## src/rtl/alu_share_arbiter.sv

```systemverilog
// Round-robin arbiter sharing one combinational ALU between two valid/ready
// requesters; operands are registered toward the ALU and the result is returned tagged.
`timescale 1ns/1ps
module alu_share_arbiter #(
  parameter int unsigned WIDTH = 32,
  parameter int unsigned TAG_W = 4
) (
  input  logic                 clk,
  input  logic                 reset,
  input  logic [1:0]           req_valid,
  output logic [1:0]           req_ready,
  input  logic [2*WIDTH-1:0]   req_a,
  input  logic [2*WIDTH-1:0]   req_b,
  input  logic [7:0]           req_op,
  input  logic [2*TAG_W-1:0]   req_tag,
  output logic [1:0]           rsp_valid,
  input  logic [1:0]           rsp_ready,
  output logic [WIDTH-1:0]     rsp_result,
  output logic                 rsp_zero,
  output logic                 rsp_err,
  output logic [TAG_W-1:0]     rsp_tag,
  output logic [WIDTH-1:0]     alu_a,
  output logic [WIDTH-1:0]     alu_b,
  output logic [3:0]           alu_ctrl,
  input  logic [WIDTH-1:0]     alu_result,
  input  logic                 alu_zero
);

  localparam int unsigned OP_W = 4;
  localparam logic [OP_W-1:0] OP_LAST = OP_W'(9);

  typedef enum logic [1:0] {S_IDLE, S_EXEC, S_RESP} state_t;

  state_t             r_state;
  state_t             w_state_nxt;
  logic               w_win;
  logic               w_accept;
  logic               w_rsp_done;
  logic [1:0]         w_req_ready;
  logic               r_last_grant;
  logic               r_grant;
  logic [TAG_W-1:0]   r_tag;
  logic [WIDTH-1:0]   r_alu_a;
  logic [WIDTH-1:0]   r_alu_b;
  logic [OP_W-1:0]    r_alu_ctrl;
  logic [1:0]         r_rsp_valid;
  logic [WIDTH-1:0]   r_rsp_result;
  logic               r_rsp_zero;
  logic               r_rsp_err;
  logic [TAG_W-1:0]   r_rsp_tag;

  assign w_win      = (&req_valid) ? ~r_last_grant : req_valid[1];
  assign w_rsp_done = |(r_rsp_valid & rsp_ready);

  // State register
  always_ff @(posedge clk) begin
    if (reset) r_state <= S_IDLE;
    else       r_state <= w_state_nxt;
  end

  // Next state and request acceptance
  always_comb begin
    w_state_nxt = r_state;
    w_req_ready = 2'b00;
    w_accept    = 1'b0;
    case (r_state)
      S_IDLE: begin
        if ((|req_valid) && !reset) begin
          w_req_ready = w_win ? 2'b10 : 2'b01;
          w_accept    = 1'b1;
          w_state_nxt = S_EXEC;
        end
      end
      S_EXEC: w_state_nxt = S_RESP;
      S_RESP: if (w_rsp_done) w_state_nxt = S_IDLE;
      default: w_state_nxt = S_IDLE;
    endcase
  end

  // Operand capture, result capture and response handshake
  always_ff @(posedge clk) begin
    if (reset) begin
      r_last_grant <= 1'b1;
      r_grant      <= 1'b0;
      r_tag        <= '0;
      r_alu_a      <= '0;
      r_alu_b      <= '0;
      r_alu_ctrl   <= '0;
      r_rsp_valid  <= 2'b00;
      r_rsp_result <= '0;
      r_rsp_zero   <= 1'b0;
      r_rsp_err    <= 1'b0;
      r_rsp_tag    <= '0;
    end else begin
      if (w_accept) begin
        r_alu_a      <= w_win ? req_a[2*WIDTH-1:WIDTH] : req_a[WIDTH-1:0];
        r_alu_b      <= w_win ? req_b[2*WIDTH-1:WIDTH] : req_b[WIDTH-1:0];
        r_alu_ctrl   <= w_win ? req_op[7:4] : req_op[3:0];
        r_tag        <= w_win ? req_tag[2*TAG_W-1:TAG_W] : req_tag[TAG_W-1:0];
        r_grant      <= w_win;
        r_last_grant <= w_win;
      end
      if (r_state == S_EXEC) begin
        r_rsp_result <= alu_result;
        r_rsp_zero   <= alu_zero;
        r_rsp_err    <= (r_alu_ctrl > OP_LAST);
        r_rsp_tag    <= r_tag;
        r_rsp_valid  <= r_grant ? 2'b10 : 2'b01;
      end else if (w_rsp_done) begin
        r_rsp_valid  <= 2'b00;
      end
    end
  end

  assign req_ready  = w_req_ready;
  assign rsp_valid  = r_rsp_valid;
  assign rsp_result = r_rsp_result;
  assign rsp_zero   = r_rsp_zero;
  assign rsp_err    = r_rsp_err;
  assign rsp_tag    = r_rsp_tag;
  assign alu_a      = r_alu_a;
  assign alu_b      = r_alu_b;
  assign alu_ctrl   = r_alu_ctrl;

endmodule

```

## config.mk

```make
export PLATFORM = sky130hd
export DESIGN_NAME = alu_share_arbiter
export DESIGN_NICKNAME = d
export VERILOG_FILES = /design/src/rtl/alu_share_arbiter.sv
export SDC_FILE = /design/constraint.sdc
export NUM_CORES = 1
export LEC_CHECK = 0
export CORE_MARGIN = 1
export CORE_UTILIZATION = 23
export CTS_CLUSTER_DIAMETER = 60
export DETAILED_ROUTE_END_ITERATION = 10
export GPL_TIMING_DRIVEN = 0
export PLACE_DENSITY = 0.52
export SYNTH_ARGS = -nofsm -noshare
export SYNTH_HDL_FRONTEND = slang
export SYNTH_SLANG_ARGS = --single-unit
```

## constraint.sdc

```tcl
create_clock -name clk -period 3.2 [get_ports clk]
set_input_delay 0.64 -clock clk [delete_from_list [all_inputs] [get_ports clk]]
set_output_delay 0.64 -clock clk [all_outputs]
set_load 0.1 [all_outputs]
```

* Word-level counts from Yosys, hierarchy flattened
Cells that the tools add are included.
** Operators by class
- Mux-type cells :: 15
- Shift operators :: 0
- Equal/unequal tests :: 4
- Add/subtract/negate cells :: 0
- Reduce and logical (&&, ||, !) cells :: 8
- Div/mod/pow operators :: 0
- Bitwise gates (word level) :: 2
- Multipliers :: 0
- Order comparisons :: 1
** Operator list (count)
- two-way mux 32 bit :: 2
- two-way mux 2 bit :: 7
- two-way mux 4 bit :: 2
- case mux 2 bit (3 select lines) :: 1
- greater-than comparator 4 bit, second input constant :: 1
- inequality test 2 bit, second input constant :: 2
- AND reduction 2 bit :: 2
- OR reduction 2 bit :: 2
- two-way mux 1 bit :: 3
- AND 2 bit :: 1
- equality test 2 x 1 -> 1 bit, second input constant :: 1
- equality test 2 bit, second input constant :: 1
- logical NOT 2 bit :: 1
- nonzero test 2 bit :: 1
- logical AND 1 bit :: 1
- logical NOT 1 bit :: 1
- inverter 1 bit :: 1
** Storage, ports and cells
- RAM bits :: 0
- Register bits :: 116
- Memories kept :: 0
- Bits in latches :: 0
- Bits of input ports :: 183
- Memory bits (read-only) :: 0

* Depth between registers and ports, before layout
- Depth after elaboration :: 5
- Gate-level depth with buffers :: 6

* Worst setup path before layout
No wires, ideal clock.
- Path kind :: in2out
- Start :: input port reset
- End :: output port req_ready[0]
- Cell stages on the path :: 4
- Path slack :: 0.258 ns
- Arrival :: 2.302 ns
- Path through :: buf_6 > nor3_4 > nand2_1 > nor2_1
** On the way
- Longest elaborated chain between the ends :: 4
** Ends and longest elaborated chain
- start, declared :: RTL line 9 : input logic reset,
- logical NOT 1 bit :: RTL line 68 : if ((|req_valid) && !reset) begin
- logical AND 1 bit :: RTL line 68
- two-way mux 2 bit :: RTL line 68
- two-way mux 2 bit :: RTL line 66 : case (r_state)
- end, declared :: RTL line 11 : output logic [1:0] req_ready,
Every way passes these cells.

* Worst setup path after layout
- Start :: input port req_valid[0]
- End :: output port req_ready[1]
** On the way
- Longest elaborated chain between the ends :: 5
- Elaborated cells on any way between the ends :: 7
- Those cells by class :: mux: 4; reduce/logical: 3
** Ends and longest elaborated chain
- start, declared :: RTL line 10 : input logic [1:0] req_valid,
- AND reduction 2 bit :: RTL line 52 : assign w_win = (&req_valid) ? ~r_last_grant : req_valid[1];
- two-way mux 1 bit :: RTL line 52
- two-way mux 2 bit :: RTL line 69 : w_req_ready = w_win ? 2'b10 : 2'b01;
- two-way mux 2 bit * :: RTL line 68
- two-way mux 2 bit * :: RTL line 66
Mark *: on every way between the ends. The rest lies on a longest branch, timed or not.

==> reports/metrics.cfg <==
[logic_synthesis]
yosys_warnings=0
yosysUniqueCellTypes=28
synth.top_cell.area_share_pct=45.9
synth_common_cells=221 x nand2_1, 116 x dfxtp_1, 113 x a21oi_1
synth_area_um2=5060
syn_avg_cell_area_um2=8.38
syn_inst=604
ys_ff_latch=116
synthArstFlopShare_pct=0
synth.most_common_cell=nand2_1
yosysSeqAreaShare_pct=45.9
yosysTopAreaCell=dfxtp_1
syn_nets=787
synth.area.top_cells=dfxtp_1 46%, nand2_1 16%, a21oi_1 11%, a311oi_1 9.0%, a311oi_2 5.9%
synth_edf_count=0
synth_ff_type=dfxtp_1

[power]
power_frac_comb_pct=34.1
p_sw_share_pct=38.4
powerDensity_nw_per_um2=638
clkPwrFrac_pct=36.9
p_int_uw=3520
peakVddDrop_uv=310
p_sw_uw=2190
total_power_uw=5710
leakage_uw=0.00326
pwr-share-seq_pct=29.0

[sta]
fin_tns_setup_ns=0
period_share_pct=92.6
finalHoldViolCount=0
relSlewSlack_pct=24.7
tightest_slew_ns=1.13
period_needed_ns=2.96
timing.final.ws_setup_ns=0.237
holdWs_ns=0.452
fmax_ghz=0.337
setup_viol_count_final=0
finClkSkew_ns=0.00666
maxSlewViolCount=0
rsz0062_at_grt=false

[global_routing]
grt_use_total_pct=18.2
grt_overflow_total=0
first_global_vias=5363
grt_antenna_before_repair=0
grt_start_max_net_pins=17
grt_pass1_wl_mm=30.4

[place]
dpl_worst_slack_ns=-0.521
port_buffers=291
place_congestion=0.761
hpwl_mm=15.4

[setup_path]
r2r_setup_slack_ns=1.67
cp-startpoint=req_valid[0]
crit_slowest_cell=clkdlybuf4s50_1
arrival_ns=2.32
cp_common_cell=buf_2
cp.required_ns=2.56
cp.depth=6
end_kind=output pin
r2r_start=r_state[1]
crit_end=req_ready[1]
cp_top_family=buffers and inverters
worstPathMaxFanout=10
crit_buf_inv=4
critical-path-max-stage-delay_ns=0.54
crit_path_start_kind=input port
r2r-end=alu_ctrl[0]
crit_type=in -> out
crit_chain=clkdlybuf4s50_1, or2_1, buf_2, nand3_1, inv_1, buf_2
reg2reg_depth=5

[clocking]
cts_sinks=116
cts_buffer_depth=2
holdBufCountCts=0
numCtsBuffers=17
cts-htree-levels=4
cts-root-buf=clkbuf_16
clk_latency_ns=0.42
clk_pin_slew_ns=0.06
cts_tree=yes

[finish]
antenna_cells=0
syn_to_final_growth_pct=76.8
drive_above_1_share_pct=11.3
nets=1097
final_util_pct=42.1
nFillCells=2197

[route]
wl_mm=20.8
antenna_left=0
vias=5471
drtIter0Drc=192
wire_per_inst_um=17.3
dr.pass1.iters=5
drc=0
viasPerCell=4.55

[die]
pin_count=293
die_x_um=150
die_h_um=150
core_area_um2=21300
dieArea_um2=22600
initial_core_util_pct=23.8
num_rows=53

[worst_hold_path]
hp-class=reg -> reg
hold_depth=2

[job]
cap_violations=0

[outcome]
status=complete, no violations

-- cells in the final DEF, fill, tap and decap left out, types with 2 or more instances in the layout --
| cell type | instances |
|---|---|
| clkdlybuf4s50_1 | 289 |
| inv_8 | 2 |
| nand3_1 | 3 |
| buf_12 | 8 |
| clkinvlp_4 | 2 |
| buf_2 | 25 |
| a311oi_1 | 52 |
| a311oi_2 | 20 |
| dfxtp_1 | 116 |
| clkbuf_16 | 17 |
| inv_6 | 4 |
| buf_1 | 2 |
| clkinv_4 | 3 |
| clkbuf_1 | 13 |
| a21oi_1 | 113 |
| nand2b_1 | 2 |
| nand2_1 | 221 |
| bufinv_16 | 4 |
| buf_4 | 13 |
| nor2_1 | 2 |
-- registers in the layout, indices dropped and copies added, names as in the netlist --
signal and count:
r_last_grant 1, r_state 2, rsp_valid 2, rsp_result 32, r_grant 1, r_tag 4
rsp_zero 1, alu_a 32, rsp_tag 4, alu_ctrl 4, rsp_err 1, alu_b 32
-- tightest hold or removal path, cell delays in order (launching register included) --
cell and delay (ns):
dfxtp_1 0.30, nand2_1 0.05, a21oi_1 0.05
-- power groups by stage --
stage	Combinational [uW]	Clock [uW]	Sequential, uW
5_1_grt	2040	2210	1670
3_3_place_gp	1970	0	1680
2_1_floorplan	476	0	2540
6_report	1950	2110	1660
3_5_place_dp	1960	0	1690
4_1_cts	1970	2170	1660
-- stage by stage --
stage,std cells,instance area [um2]
5_1_grt,1202,8950
3_5_place_dp,1170,8320
6_report,1202,8950
2_1_floorplan,604,5060
4_1_cts,1202,8960
3_3_place_gp,1170,8320
-- worst min path at each step --
stage	from	end	slack (ns)
detailed placement	rsp_err	rsp_err	0.45
global route	rsp_tag[1]	rsp_tag[1]	0.47
global placement	rsp_result[16]	rsp_result[16]	0.44
CTS	rsp_result[28]	rsp_result[28]	0.45
finish	rsp_result[30]	rsp_result[30]	0.45
floorplan	r_tag[0]	rsp_tag[0]	0.43
-- area by class of cell --
class | instances | area (um2) | share of cell area [%]
Buffer | 61 | 445 | 4.97
Clock buffer | 17 | 425 | 4.75
Clock inverter | 15 | 219 | 2.45
Inverter | 2 | 7.51 | 0.0838
Multi-Input combinational cell | 425 | 2290 | 25.6
Sequential cell | 116 | 2320 | 25.9
Tap cell | 275 | 344 | 3.84
Timing Repair Buffer | 291 | 2900 | 32.4
-- layer usage --
| layer | wire [um] | share of wire, % | track usage [%] | vias to the layer above |
|---|---|---|---|---|
| li1 | - | - | - | 2745 |
| met1 | 8720 | 42 | 21.4 | 2507 |
| met2 | 9850 | 47 | 30.3 | 207 |
| met3 | 2050 | 9.8 | 7.06 | 12 |
| met4 | 193 | 0.93 | 5.76 | 0 |
| met5 | 0 | 0 | 0 | - |
-- kinds of logic after synthesis --
| logic type | count (synthesis) | share of synthesized area, % |
|---|---|---|
| simple gates | 233 | 17.9 |
| buf+inv | 63 | 8.94 |
| compound gates | 192 | 27.3 |
| flops | 116 | 45.9 |
-- repair_timing --
item                       in CTS  in global routing
buffers inserted                0                  0
setup endpoints to repair       2                  2
pin swaps                       0                  0
gates resized for setup         4                  4
No activity file was read; power rests on OpenSTA's default activity.
